<file path="config.mk">
export PLATFORM = sky130hd
export DESIGN_NAME = gb_oam_dma
export DESIGN_NICKNAME = d
export VERILOG_FILES = /design/src/rtl/gb_cpu_common_pkg.sv /design/src/rtl/gb_dma_bus_mux.sv /design/src/rtl/gb_oam_dma.sv
export SDC_FILE = /design/constraint.sdc
export NUM_CORES = 1
export LEC_CHECK = 0
export ABC_AREA = 1
export ABC_CLOCK_PERIOD_IN_PS = 3150
export BUFFER_PORTS_ARGS = -buffer_cell sky130_fd_sc_hd__buf_2
export CORE_MARGIN = 2
export CORE_UTILIZATION = 45
export DETAILED_ROUTE_END_ITERATION = 16
export MAX_ROUTING_LAYER = met4
export PLACE_DENSITY = 0.87
export SLEW_MARGIN = 20
export SYNTH_ARGS = -nofsm -noshare
export SYNTH_HDL_FRONTEND = slang
export SYNTH_SLANG_ARGS = --single-unit
</file>
<file path="constraint.sdc">
create_clock -name clk -period 3.15 [get_ports clk]
set_clock_uncertainty 0.1 [all_clocks]
set_input_delay 0.63 -clock clk [delete_from_list [all_inputs] [get_ports clk]]
set_output_delay 0.63 -clock clk [all_outputs]
set_load 0.02 [all_outputs]
</file>
<file path="src/rtl/gb_cpu_common_pkg.sv">
// Shared CPU-side bus constants and types for the Game Boy OAM DMA block.
// Holds the DMA state encoding, register addresses and the echo-page fold helper.
package gb_cpu_common_pkg;

   typedef enum logic [1:0] {
      DMA_IDLE  = 2'd0,
      DMA_START = 2'd1,
      DMA_XFER  = 2'd2
   } dma_state_t;

   localparam logic [15:0] DMA_REG_ADDR   = 16'hFF46;
   localparam logic [15:0] HIGH_PAGE_BASE = 16'hFF00;

   localparam logic [7:0] ECHO_PAGE_FIRST = 8'hE0;
   localparam logic [7:0] ECHO_PAGE_DELTA = 8'h20;

   // Pages E0-FF alias work RAM C0-DF on real hardware.
   function automatic logic [7:0] echo_fold(input logic [7:0] src);
      if (src >= ECHO_PAGE_FIRST) begin
         return src - ECHO_PAGE_DELTA;
      end
      return src;
   endfunction

endpackage

</file>
<file path="src/rtl/gb_dma_bus_mux.sv">
// Combinational routing of CPU, DMA, low bus, high page and OAM ports.
// The DMA owns the low bus only while xfer is high; the high page always belongs to the CPU.
module gb_dma_bus_mux
   import gb_cpu_common_pkg::*;
(
   input  logic        xfer,
   input  logic [7:0]  page,
   input  logic [7:0]  idx,
   input  logic [7:0]  src,
   input  logic [15:0] cpu_addr,
   input  logic [7:0]  cpu_wdata,
   input  logic        cpu_wren,
   output logic [7:0]  cpu_rdata,
   output logic [15:0] mem_addr,
   output logic [7:0]  mem_wdata,
   output logic        mem_wren,
   input  logic [7:0]  mem_rdata,
   output logic [7:0]  hi_addr,
   output logic [7:0]  hi_wdata,
   output logic        hi_wren,
   input  logic [7:0]  hi_rdata,
   output logic [7:0]  oam_addr,
   output logic [7:0]  oam_wdata,
   output logic        oam_wren
);

   logic is_high;
   logic is_dma_reg;

   assign is_high    = (cpu_addr >= HIGH_PAGE_BASE);
   assign is_dma_reg = (cpu_addr == DMA_REG_ADDR);

   always_comb begin
      hi_addr   = cpu_addr[7:0];
      hi_wdata  = cpu_wdata;
      hi_wren   = cpu_wren & is_high;

      oam_addr  = idx;
      oam_wdata = mem_rdata;
      oam_wren  = xfer;

      if (xfer) begin
         mem_addr  = {page, idx};
         mem_wdata = 8'h00;
         mem_wren  = 1'b0;
      end else begin
         mem_addr  = cpu_addr;
         mem_wdata = cpu_wdata;
         mem_wren  = cpu_wren & ~is_high;
      end

      // The DMA register shadows whatever the high-page RAM returns at FF46.
      if (is_dma_reg) begin
         cpu_rdata = src;
      end else if (is_high) begin
         cpu_rdata = hi_rdata;
      end else if (xfer) begin
         cpu_rdata = 8'hFF;
      end else begin
         cpu_rdata = mem_rdata;
      end
   end

endmodule

</file>
<file path="src/rtl/gb_oam_dma.sv">
// OAM DMA engine: a write to FF46 copies XFER_LEN bytes from page src into OAM.
// Optional macro GB_DMA_ECHO_MIRROR_EN folds source pages E0-FF onto C0-DF.
module gb_oam_dma
   import gb_cpu_common_pkg::*;
#(
   parameter int XFER_LEN = 160
) (
   input  logic        clk,
   input  logic        reset,
   input  logic [15:0] cpu_addr_i,
   input  logic [7:0]  cpu_wdata_i,
   input  logic        cpu_wren_i,
   output logic [7:0]  cpu_rdata_o,
   output logic [15:0] mem_addr_o,
   output logic [7:0]  mem_wdata_o,
   output logic        mem_wren_o,
   input  logic [7:0]  mem_rdata_i,
   output logic [7:0]  hi_addr_o,
   output logic [7:0]  hi_wdata_o,
   output logic        hi_wren_o,
   input  logic [7:0]  hi_rdata_i,
   output logic [7:0]  oam_addr_o,
   output logic [7:0]  oam_wdata_o,
   output logic        oam_wren_o,
   output logic        dma_active_o
);

   localparam logic [7:0] LAST_IDX = 8'(XFER_LEN - 1);

   dma_state_t state;
   logic [7:0] src;
   logic [7:0] idx;
   logic [7:0] page;
   logic       dma_reg_wr;

   assign dma_reg_wr = cpu_wren_i & (cpu_addr_i == DMA_REG_ADDR);

`ifdef GB_DMA_ECHO_MIRROR_EN
   assign page = echo_fold(src);
`else
   assign page = src;
`endif

   // A register write restarts from any state; the current XFER byte still completes this cycle.
   always_ff @(posedge clk or posedge reset) begin
      if (reset) begin
         state <= DMA_IDLE;
         src   <= 8'hFF;
         idx   <= 8'h00;
      end else if (dma_reg_wr) begin
         state <= DMA_START;
         src   <= cpu_wdata_i;
         idx   <= 8'h00;
      end else begin
         case (state)
            DMA_START: begin
               state <= DMA_XFER;
            end
            DMA_XFER: begin
               if (idx == LAST_IDX) begin
                  state <= DMA_IDLE;
                  idx   <= 8'h00;
               end else begin
                  idx <= idx + 8'd1;
               end
            end
            default: begin
               state <= DMA_IDLE;
            end
         endcase
      end
   end

   assign dma_active_o = (state != DMA_IDLE);

   gb_dma_bus_mux u_bus_mux (
      .xfer      (state == DMA_XFER),
      .page      (page),
      .idx       (idx),
      .src       (src),
      .cpu_addr  (cpu_addr_i),
      .cpu_wdata (cpu_wdata_i),
      .cpu_wren  (cpu_wren_i),
      .cpu_rdata (cpu_rdata_o),
      .mem_addr  (mem_addr_o),
      .mem_wdata (mem_wdata_o),
      .mem_wren  (mem_wren_o),
      .mem_rdata (mem_rdata_i),
      .hi_addr   (hi_addr_o),
      .hi_wdata  (hi_wdata_o),
      .hi_wren   (hi_wren_o),
      .hi_rdata  (hi_rdata_i),
      .oam_addr  (oam_addr_o),
      .oam_wdata (oam_wdata_o),
      .oam_wren  (oam_wren_o)
   );

endmodule

</file>
==> results.md, run 1 <==
Run status:
- The run finished with clean final reports.

Detailed routing:
- The number of DRC violations after detailed routing is 0.
- After detailed routing, the average wire length per cell comes to 11.2 µm.
- Once detail routing completed, the nets flagged for antenna violations numbered 0.
- The final layout contains routed wiring with a total length of 4400 µm.
- The vias after detailed routing is roughly 1900.
- The detailed router finished its first iteration with 101 violations.
- The first detailed-routing pass ran for 4 iterations.
- After detailed routing, the number of vias per cell comes to 4.88.

Worst setup path:
- The flop-to-flop setup slack is between 1 and 1.5 ns.
- The depth of the worst register-to-register path is 6.
- The critical path launch point type is an input pin.
- The required time of the critical path is 2.42 ns.
- The highest net fanout along the worst path is 11.
- STA classifies the critical path endpoint as an output pin.
- In this run the critical register-to-register path is captured at idx[6]$_DFFE_PP0P_.
- The critical path is of the input pin to output pin type.
- The startpoint identified for the worst register-to-register timing path is idx[0]$_DFFE_PP0P_.
- Data arrives at the worst endpoint at 1.88 ns.

STA:
- The clock period could shrink to 2.61 ns.
- Setup total negative slack on the finished layout was measured at 0 ns.
- Setup repair after global routing left no endpoint under its margin.
- The smallest setup slack after layout is 0.539 ns.
- The worst slew margin relative to its limit is between 40% and 50%.
- The transition time of the tightest slew-check pin is 0.821 ns.
- The count of endpoints failing hold in the final timing report is 0.
- The share of the cycle needed by the critical path after routing is roughly 83%.
- The smallest hold slack is 0.318 ns.
- The final setup violation count is 0.
- The maximum frequency from static timing analysis is 0.383 GHz.
- The count of pins over their slew limit is 0.

Global routing:
- The met1 routing resource usage after global routing is 25.1%.
- The first global-routing pass estimated 7010 µm of wire.
- The number of antenna violations at the first check in global routing is 0.
- Global routing finished with a remaining overflow of 0.
- In this run the most used layer during global routing was met2.
- In the global route stage, overall resource usage came out at 21.5%.
- The maximum number of pins on one net before global-route repair is 32.
- The number of global-route vias before repair is 1631.
- The met3 global-route usage is ~1.9%.
- In the global route stage, met2 resource usage came out at 38.5%.

Logic synthesis:
- Synthesis produced between 200 and 300 cells.
- In the synthesized netlist the dominant register cell turns out to be sky130_fd_sc_hd__dfrtp_1.
- The cell taking the most area after synthesis is sky130_fd_sc_hd__nand2_1.
- Sorting the synthesized cells by area gives the leading types as sky130_fd_sc_hd__nand2_1 (24%), sky130_fd_sc_hd__dfrtp_1 (15%), sky130_fd_sc_hd__dfstp_2 (13%).
- The net count after synthesis is about 310.
- Counting flops with a built-in enable in the synthesized netlist gives 0.
- The sequential fraction of the synthesis area is 28.4%.
- Sorting the synthesized cells by how often they occur yields sky130_fd_sc_hd__nand2_1 (104), sky130_fd_sc_hd__nor2_1 (28), sky130_fd_sc_hd__buf_4 (25), sky130_fd_sc_hd__inv_1 (23).
- The proportion of register bits with asynchronous set or reset after synthesis is between 90% and 100%.
- The synthesized cell area is around 0.0016 mm².
- The share of synthesized area in the top cell type comes to between 20% and 30%.
- The mean instance size in the synthesized netlist is 6.13 µm².
- The number of warning messages in the yosys log is 0.
- The number of distinct library cells after synthesis is 24.
- The most frequently used cell type in the post-synthesis netlist is sky130_fd_sc_hd__nand2_1.
- The flip-flop and latch count after synthesis is 18.

Finish:
- The proportion of layout cells with a drive suffix above 1 is 38.0%.
- The number of antenna diodes is 0.
- The count of nets after finishing is 392.
- The growth of design area from synthesis to finish is 25.8%.
- The post-route cell area is 0.00204 mm².
- The non-filler instance count after layout is 393.
- The final standard cell utilization of the core is 60.3%.

Power and ir drop:
- The leakage power figure is 1.25 nW.
- Across the VDD grid, the largest voltage drop is roughly 250 µV.
- Dividing total power by cell area gives a power density of roughly 260 mW/mm².
- The overall power consumption is 0.529 mW.

Floorplanning:
- From left edge to right edge, the die measures 64.1 µm.
- The overall die height is 64.1 µm.
- The floorplan core area is 0.00339 mm².
- Once the floorplan was initialized, standard cells occupied 47.9% of the core.
- The floorplan has 21 rows.
- The floorplan die area is 0.00411 mm².
- The I/O pin total is 111.

Clocking:
- Once the clock tree was built, the resizer swapped 0 gates to a different size.
- Clock tree synthesis selected as its root buffer the cell sky130_fd_sc_hd__clkbuf_4.
- In this run, post-CTS hold repair placed 0 buffers.
- Buffers added to address setup during post-CTS repair amount to 0.
- TritonCTS created 3 clock buffers.
- The number of sinks on the clock net is 18.
- The maximum level of the CTS H-tree is 1.
- Clock latency on the worst-skew pair, taken at its later pin, is 0.29 ns.
- The number of buffers on the longest clock path is 2.
- The CTS tree is yes.
- The CTS clock-pin slew for the worst setup and hold paths is 0.09 ns.

Placed design:
- At the end of routability-driven placement, the weighted congestion stood at 0.953.
- The half-perimeter wire length after placement is 3480 µm.
- The area of placed instances is about 0.002 mm².
- In this run the tool buffered the top-level ports with 110 buffer cells.
- Including well taps, the total number of placed cells is 389.
- The worst slack at placement is 0.548 ns.

Run:
- Across the run, the number of max-cap violations was 0.

Worst hold path:
- The class of the most critical hold timing path is input pin to async pin.
[cell families (layout without fill, tap and decap cells)]
group	count (synthesis)	in the layout	share of synthesized area, %
buf+inv	58	140	20.4
compound gates	24	24	7.40
flops	18	18	28.4
fa+ha+maj	1	1	0.770
simple gates	161	161	41.4
xor+xnor	3	3	1.62
[cell usage in the layout (no fill, tap or decap), types with 2 or more instances in the layout]
master                     netlist  routed
sky130_fd_sc_hd__xor2_1          3       3
sky130_fd_sc_hd__nor2_2          1       2
sky130_fd_sc_hd__clkbuf_4        0       3
sky130_fd_sc_hd__nor2_1         28      27
sky130_fd_sc_hd__nor2_4          2       2
sky130_fd_sc_hd__nand3_1        22      22
sky130_fd_sc_hd__buf_2           2     110
sky130_fd_sc_hd__nand2_1       104     104
sky130_fd_sc_hd__dfrtp_1        10      10
sky130_fd_sc_hd__inv_1          23      23
sky130_fd_sc_hd__o21ai_0        22      22
sky130_fd_sc_hd__dfstp_2         8       8
[metal layers]
| metal | part of all wire [%] | vias up | wire length [µm] |
|---|---|---|---|
| li1 | - | 956 | - |
| met1 | 40 | 874 | 1760 |
| met2 | 52 | 81 | 2280 |
| met3 | 7.1 | 6 | 313 |
| met4 | 1.2 | 0 | 51 |
| met5 | 0 | - | 0 |
[critical path, stage by stage]
cell and delay, ns:
sky130_fd_sc_hd__buf_2 0.09, sky130_fd_sc_hd__nand2_1 0.08, sky130_fd_sc_hd__nor2_4 0.24, sky130_fd_sc_hd__nand2_4 0.14, sky130_fd_sc_hd__nor3_4 0.33, sky130_fd_sc_hd__nand2_1 0.13, sky130_fd_sc_hd__nand2_1 0.09, sky130_fd_sc_hd__buf_2 0.15
[how the worst max path moves through the flow]
stage,startpoint,to,slack (ns),depth (start not counted)
3_5_place_dp,cpu_addr_i[15],cpu_rdata_o[4],0.55,9
5_1_grt,cpu_addr_i[15],cpu_rdata_o[6],0.39,9
6_report,cpu_addr_i[15],cpu_rdata_o[6],0.54,8
4_1_cts,cpu_addr_i[14],cpu_rdata_o[4],0.55,9
2_1_floorplan,cpu_addr_i[14],cpu_rdata_o[0],0.78,8
3_3_place_gp,cpu_addr_i[14],cpu_rdata_o[5],0.60,9
[sequential cells by signal, summed over array words and instances, names as in the netlist]
name and cells:
idx 8, page 8, state 2
[report_power, final]
| part | total [mW] | switching, mW | internal, mW |
|---|---|---|---|
| registers | 0.233 | 0.000848 | 0.232 |
| clock network | 0.138 | 0.0673 | 0.0704 |
| logic | 0.159 | 0.101 | 0.0576 |
| total | 0.529 | 0.169 | 0.360 |
[area by class of cell]
cell class / instances / area, µm²
fill: 334 / 1350
multi-input combinational: 189 / 835
timing repair buffer: 111 / 558
sequential: 18 / 460
inverter: 25 / 96.3
tap: 46 / 57.6
clock buffer: 4 / 36.3
No activity file was read; power rests on OpenSTA's default activity.
==> inputs of run 2 (changes only) <==
--- a/config.mk
+++ b/config.mk
@@ -5,14 +5,14 @@
 export SDC_FILE = /design/constraint.sdc
 export NUM_CORES = 1
 export LEC_CHECK = 0
-export ABC_AREA = 1
-export ABC_CLOCK_PERIOD_IN_PS = 3150
+export ABC_AREA = 0
+export ABC_CLOCK_PERIOD_IN_PS = 2700
 export BUFFER_PORTS_ARGS = -buffer_cell sky130_fd_sc_hd__buf_2
 export CORE_MARGIN = 2
-export CORE_UTILIZATION = 45
+export CORE_UTILIZATION = 42
 export DETAILED_ROUTE_END_ITERATION = 16
 export MAX_ROUTING_LAYER = met4
-export PLACE_DENSITY = 0.87
+export PLACE_DENSITY = 0.82
 export SLEW_MARGIN = 20
 export SYNTH_ARGS = -nofsm -noshare
 export SYNTH_HDL_FRONTEND = slang
==> constraint.sdc (replaced) <==
create_clock -name clk -period 2.7 [get_ports clk]
set_clock_uncertainty 0.1 [all_clocks]
set_input_delay 0.54 -clock clk [delete_from_list [all_inputs] [get_ports clk]]
set_output_delay 0.54 -clock clk [all_outputs]
set_load 0.02 [all_outputs]
==> results.md, run 2 <==
Run status:
- The flow ran to the end, and the final reports show no timing, DRC or antenna violations.

Clocking:
- The CTS clock-pin slew for the worst setup and hold paths is ~0.070 ns.
- The clock insertion delay at the later pin of the skew report is 0.25 ns.
- The clock buffer count from CTS is 3.
- The longest clock path from root to sink contains 2 buffers.
- The CTS tree is yes.
- The maximum level of the CTS H-tree is 1.
- The clock tree root buffer cell is sky130_fd_sc_hd__clkbuf_8.
- The hold buffer count at CTS is 0.
- The number of buffers inserted by post-CTS setup repair is 0.
- Clock tree synthesis found a total of 18 sinks.
- Gates resized during post-CTS repair numbered 2.

Global routing:
- Entering global routing, the biggest net connects 33 pins.
- The number of antenna violations at the first check in global routing is 0.
- The number of global-route vias before repair is ~1400.
- The total routing resource utilization after global routing is between 20 and 25%.
- The aggregate global routing overflow is 0.
- The first global-routing pass estimated 6530 µm of wire.

Worst hold path:
- The min-delay analysis places its worst path in the category input pin to async pin.

STA:
- The count of endpoints failing hold in the final timing report is 0.
- Setup slack closes at between 0.08 and 0.09 ns.
- Setup repair after global routing left no endpoint under its margin.
- The final setup violation count is 0.
- The worst pin sits at a relative slew slack of 54.9%.
- The final critical-path required period is 2.62 ns.
- The maximum frequency from static timing analysis is 0.382 GHz.
- The transition time of the tightest slew-check pin is ~0.68 ns.
- The count of pins over their slew limit is 0.
- Dividing the final minimum period by the clock period gives 97.0%.

Logic synthesis:
- The synthesized cell area is 0.00160 mm².
- The most frequently used cell type in the post-synthesis netlist is sky130_fd_sc_hd__nand2_1.
- The synthesized instance count is 195.
- The area share of the largest cell type after synthesis is 15.6%.
- The cell taking the most area after synthesis is sky130_fd_sc_hd__dfrtp_1.
- The number of enable flip-flop cells after synthesis is 0.
- Synthesis produced a netlist with a net count of around 240.
- Sorting the synthesized cells by how often they occur yields sky130_fd_sc_hd__nand2_1 (55), sky130_fd_sc_hd__buf_4 (26), sky130_fd_sc_hd__and2_1 (10), sky130_fd_sc_hd__dfrtp_1 (10), sky130_fd_sc_hd__nor2_1 (10).
- The proportion of register bits with asynchronous set or reset after synthesis is between 90% and 100%.
- Yosys attributes the largest share of cell area to sky130_fd_sc_hd__dfrtp_1 (16%), sky130_fd_sc_hd__dfstp_2 (13%), sky130_fd_sc_hd__nand2_1 (13%).
- The most used flip-flop cell after synthesis is sky130_fd_sc_hd__dfrtp_1.
- Counting flops and latches in the post-synthesis netlist gives 18.
- The sequential fraction of the synthesis area is 28.7%.
- Yosys mapped the design onto 31 distinct sky130hd cell types.
- The average instance in the mapped netlist occupies 8.22 µm².
- For this run, the number of Yosys warnings is 0.

Finish:
- The top cell types in the final layout, fill and taps aside, are sky130_fd_sc_hd__buf_2 (110), sky130_fd_sc_hd__nand2_1 (55), sky130_fd_sc_hd__nor2_1 (10), sky130_fd_sc_hd__dfrtp_1 (10), sky130_fd_sc_hd__and2_1 (9).
- The library cell used most frequently in the layout, excluding fill and tap cells, is sky130_fd_sc_hd__buf_2.
- The growth of design area from synthesis to finish is 30.4%.
- The total of fill cells in the finished design is between 300 and 400.
- The post-route cell area is roughly 0.0021 mm².
- Excluding fillers, the count of instances in the completed layout stands at ~330.
- In the final design database the tool counted 326 nets.
- The proportion of layout cells with a drive suffix above 1 is between 50% and 60%.
- The number of antenna diodes in the final layout is 0.
- Cells fill 57.1% of the core in the end.

Detailed routing:
- Using the TritonRoute via totals, the vias-per-cell ratio works out to 4.99.
- The iteration count of the initial detailed-routing pass is 4.
- The aggregate routed wire length is 4300 µm.
- After detailed routing, the average wire length per cell comes to roughly 13 µm.
- After the first detailed-routing iteration, the DRC count stood at 36.
- Once detail routing completed, the nets flagged for antenna violations numbered 0.
- The routed layout has 1641 vias.
- The number of DRC violations after detailed routing is 0.

Worst setup path:
- The endpoint identified for the worst register-to-register timing path is idx[4]$_DFFE_PP0P_.
- Along the worst path, the maximum fanout reaches 7.
- The kind of capture point of the worst setup path is an output pin.
- In this run the critical register-to-register path is launched from state[0]$_DFFE_PP0P_.
- The data arrival time of the critical path is 1.98 ns.
- STA classifies the critical path startpoint as an input pin.
- The classification of the worst setup path is input pin to output pin.
- The flop-to-flop setup slack is 1.07 ns.
- The required time of the critical path is 2.06 ns.
- The depth of the worst register-to-register path is 6.

Power and ir drop:
- The worst-case IR drop observed on VDD is 245 µV.
- The overall power consumption is 1.10 mW.
- In this run the power density over the cells is 524 mW/mm².
- The analysis attributes to cell leakage a power of between 1 and 1.5 nW.

Placed design:
- The placer congestion estimate is 0.755.
- OpenSTA, run right after detailed placement, puts the worst setup slack at -0.00530 ns.
- The total placed cells including tap cells is 325.
- The area of placed instances is slightly above 0.002 mm².
- The number of input and output port buffers inserted is 110.
- Summed over all nets, the half-perimeter wirelength after detailed placement is 3370 µm.

Floorplanning:
- Once the floorplan was initialized, standard cells occupied between 40% and 50% of the core.
- The row count is 22.
- The core region is 0.00366 mm².
- The die is approximately 66 µm wide.
- The I/O pin total is 111.
- The floorplan die area is 0.00433 mm².
- The floorplan step set the die height to around 66 µm.

Run:
- The reported max-cap violation count is 0.
==> run 2: cell count changes after synthesis, sizes merged, moves of 16 or more <==
cell   previous run  this run
nor2             31        10
o21ai            23         1
nand2           106        55
mux2              0        16
inv              25         2
nand3            22         2
==> run 2: final cells by class <==
type / instances / area, µm² / area share, %
inverters: 2 / 7.51 / 0.359
well taps: 48 / 60.1 / 2.87
clock buffers: 4 / 55.1 / 2.63
repair buffers: 118 / 623 / 29.8
flip-flops and latches: 18 / 460 / 22.0
multi-input cells: 139 / 885 / 42.3
==> run 2: how the worst max path moves through the flow <==
stage	from	end	slack, ns
3_5_place_dp	cpu_addr_i[0]	cpu_rdata_o[7]	-0.005
6_report	cpu_addr_i[0]	cpu_rdata_o[7]	0.08
2_1_floorplan	cpu_addr_i[0]	cpu_rdata_o[0]	0.44
5_1_grt	cpu_addr_i[0]	cpu_rdata_o[7]	0.02
4_1_cts	cpu_addr_i[0]	cpu_rdata_o[7]	0.05
3_3_place_gp	cpu_addr_i[0]	cpu_rdata_o[7]	0.03
==> run 2: through the flow <==
stage,setup TNS [ns],hold WS (ns)
2_1_floorplan,0,0.373
3_3_place_gp,0,0.463
3_5_place_dp,-0.00530,0.469
4_1_cts,0,0.300
5_1_grt,0,0.334
6_report,0,0.276
==> run 2: routing by layer <==
layer	global-route usage (%)	routed length, µm	up-vias
met5	-	0	-
met2	34.7	2050	78
met1	24.1	1840	753
met3	2.73	329	7
met4	7.03	79	0
li1	-	-	803
==> run 2: power breakdown <==
part	leakage, nW	internal (mW)	total (mW)	switching, mW
logic	0.892	0.174	0.470	0.296
registers	0.207	0.320	0.406	0.0858
clock network	0.0288	0.130	0.221	0.0910
==> run 2: cell families (layout without fill, tap and decap cells) <==
family / after synthesis / in the layout / share of synthesized area, %
and+or+nand+nor: 95 / 95 / 27.9
buffers and inverters: 38 / 124 / 16.6
AOI/OAI and AO/OA: 24 / 24 / 11.2
DFF: 18 / 18 / 28.7
muxes: 16 / 16 / 13.1
xor gates and xnor gates: 3 / 3 / 1.64
adders and majority gates: 1 / 1 / 0.781
==> run 2: critical path, stage by stage <==
cell	delay, ns
sky130_fd_sc_hd__buf_2	0.12
sky130_fd_sc_hd__nor4bb_2	0.28
sky130_fd_sc_hd__and4b_1	0.25
sky130_fd_sc_hd__and2_4	0.17
sky130_fd_sc_hd__buf_12	0.12
sky130_fd_sc_hd__mux2_2	0.33
sky130_fd_sc_hd__buf_2	0.16
==> inputs of run 3 (changes only) <==
--- a/config.mk
+++ b/config.mk
@@ -6,13 +6,14 @@
 export NUM_CORES = 1
 export LEC_CHECK = 0
 export ABC_AREA = 0
-export ABC_CLOCK_PERIOD_IN_PS = 2700
 export BUFFER_PORTS_ARGS = -buffer_cell sky130_fd_sc_hd__buf_2
 export CORE_MARGIN = 2
 export CORE_UTILIZATION = 42
 export DETAILED_ROUTE_END_ITERATION = 16
+export GPL_ROUTABILITY_DRIVEN = 1
 export MAX_ROUTING_LAYER = met4
 export PLACE_DENSITY = 0.82
+export SETUP_SLACK_MARGIN = 0.15
 export SLEW_MARGIN = 20
 export SYNTH_ARGS = -nofsm -noshare
 export SYNTH_HDL_FRONTEND = slang
==> results.md, run 3 (same netlist as run 2, synthesis figures left out) <==
Finish:
- In the final design database the tool counted 327 nets.
- The number of antenna diodes in the final layout is 0.
- The proportion of layout cells with a drive suffix above 1 is 57.4%.
- The growth of design area from synthesis to finish is 37.9%.
- The finished cells cover between 0.002 and 0.0025 mm².
- The non-filler instance count after layout is between 300 and 400.
- Leaving out fill and tap cells, the most frequent cells in the layout are sky130_fd_sc_hd__buf_2 (99), sky130_fd_sc_hd__nand2_1 (55), sky130_fd_sc_hd__mux2_4 (16).
- The commonest non-fill, non-tap cell in the layout is sky130_fd_sc_hd__buf_2.
- Measured on the finished design, the core utilization comes to between 60% and 70%.

Floorplanning:
- The initialized floorplan defines 22 standard-cell rows.
- The initial utilization of the core area, before any placement, comes to 43.8%.
- The overall die height is approximately 66 µm.
- The core region is around 0.0037 mm².
- The floorplan step defined a die boundary enclosing ~0.0043 mm².
- The I/O pin total is roughly 110.
- Measured along the x axis, the die boundary spans 65.8 µm.

STA:
- The count of endpoints failing hold in the final timing report was 0.
- The share of the cycle needed by the critical path after routing is 94.1%.
- The worst slew margin relative to its limit is 54.1%.
- The count of pins over their slew limit is 0.
- The maximum frequency from static timing analysis is between 0.3 and 0.4 GHz.
- Setup repair after global routing could not meet its margin everywhere.
- The worst path meets setup with 0.159 ns of slack.
- The transition time of the tightest slew-check pin is 0.688 ns.
- The final critical-path required period is 2.54 ns.
- The post-route setup TNS is 0 ns.
- Setup violations remaining at the end of the flow were counted as 0.
- The smallest hold slack is 0.279 ns.

Worst setup path:
- The required time of the critical path is ~2.1 ns.
- On the critical path, the stage with the largest delay is an instance of sky130_fd_sc_hd__mux2_4.
- The kind of capture point of the worst setup path is an output pin.
- The startpoint of the worst-slack reg-to-reg timing path is state[0]$_DFFE_PP0P_.
- Along the worst path, the maximum fanout reaches 7.
- The critical path startpoint is cpu_addr_i[0].
- The classification of the worst setup path is input pin to output pin.
- Traced cell by cell, the critical path runs through buf_8, nor4bb_4, and4b_1, and2_4, buf_12, mux2_4, buf_6.
- The largest single stage delay on the critical path is between 0.3 and 0.4 ns.
- The data arrival time of the critical path is about 1.9 ns.
- The worst setup path is launched from an input pin.

Power and ir drop:
- Per report_power, the clock group accounts for 20.1% of the total.
- Summed over all cells, the static leakage comes to 1.23 nW.
- In this run the power spent charging and discharging nets is 0.478 mW.
- The peak supply drop is 244 µV.
- Net switching is 43.1% of the power.
- The cell internal power dissipation is 0.631 mW.
- The completed layout was analyzed and its total power is 1.11 mW.
- The sequential share of power is 36.5%.
- Combinational logic is responsible for 43.3% of the overall power.
- The power density normalized to cell area is 502 mW/mm².

Clocking:
- CTS saw 18 sinks.
- The CTS tree is yes.
- In this run the number of H-tree levels came out at 1.
- Counting along the longest clock path gives a buffer depth of 2.
- Hold repair after CTS inserted 0 buffers.
- The clock insertion delay at the later pin of the skew report is approximately 0.25 ns.
- The clock tree root buffer cell is sky130_fd_sc_hd__clkbuf_8.
- The CTS clock-pin slew for the worst setup and hold paths is ~0.07 ns.
- The clock buffer count from CTS is 3.

Run status:
- The flow ran to the end, and the final reports show no timing, DRC or antenna violations.

Global routing:
- The number of global-route vias before repair is 1476.
- Global routing consumed, over all layers together, between 20% and 30% of the routing resources.
- The first-pass GRT wire length is 6760 µm.
- The number of antenna violations at the first check in global routing is 0.
- Entering global routing, the biggest net connects 33 pins.
- Summed over all layers, the global routing overflow is 0.

Placed design:
- The half-perimeter wire length after placement is 3370 µm.
- Before CTS, the worst setup slack after placement is -0.00530 ns.
- The number of placed instances, taps included, is 325.
- The congestion estimate from routability-driven global placement came to 0.755.
- Once placement finished, the instance area stood at 0.00203 mm².
- During placement, the flow inserted port buffers numbering 110.

Detailed routing:
- In the final routed layout, each cell accounts on average for 13.5 µm.
- In this run, the number of DRC markers left after iteration 0 of detailed routing was just over 60.
- The number of DRC violations after detailed routing is 0.
- In the routed layout, each cell is associated on average with a via count of 5.04.
- The count of antenna-violating nets left after detailed routing is 0.
- Wires add up to 4440 µm.
- For this run, the detailed router's first-pass iteration total came to 4.
- Summing over every cut layer, the via total after detailed routing is 1662.

Worst hold path:
- The class of the most critical hold timing path is input pin to async pin.

Run:
- Across the run, the number of max-cap violations was 0.
run 3: worst paths after layout:
path / endpoint / cells after the start / slack (ns)
setup / recovery: cpu_rdata_o[7] / 7 / 0.16
hold / removal: idx[1]$_DFFE_PP0P_ / 2 / 0.28
setup reg to reg: idx[4]$_DFFE_PP0P_ / 6 / 1.06
hold reg to reg: idx[1]$_DFFE_PP0P_ / 2 / 0.48
max in group asynchronous: idx[5]$_DFFE_PP0P_ / 2 / 1.79
min in group clk: page[1]$_DFFE_PP1P_ / 2 / 0.43
run 3: critical path: cells and delay by family:
kind                   cells  cell delay [ns]
buffers and inverters      3             0.36
multiplexers               1             0.31
AND/OR/NAND/NOR            3             0.69
run 3: layout make-up:
type | instances | area (µm²)
sequential | 18 | 460
multi-input combinational | 139 | 923
clock buffer | 4 | 55.1
inverter | 2 | 7.51
timing repair buffer | 119 | 703
fill | 356 | 1450
tap | 48 | 60.1
run 3: power groups by stage:
stage | clock (mW) | sequential (mW) | combinational (mW)
2_1_floorplan | 0 | 0.442 | 0.274
3_3_place_gp | 0 | 0.407 | 0.466
3_5_place_dp | 0 | 0.408 | 0.473
4_1_cts | 0.224 | 0.404 | 0.482
5_1_grt | 0.241 | 0.415 | 0.525
6_report | 0.223 | 0.405 | 0.481
run 3: routing by layer:
metal	global-route usage, %	wire [µm]
met5	-	0
met4	7.03	73
met3	2.73	321
met2	36.2	2190
met1	25.0	1860
run 3: repair_timing:
| item | CTS | global route |
|---|---|---|
| setup endpoints to repair | 8 | 8 |
| pin swaps | 2 | 2 |
| setup buffers | 1 | 0 |
| gates resized for setup | 26 | 5 |
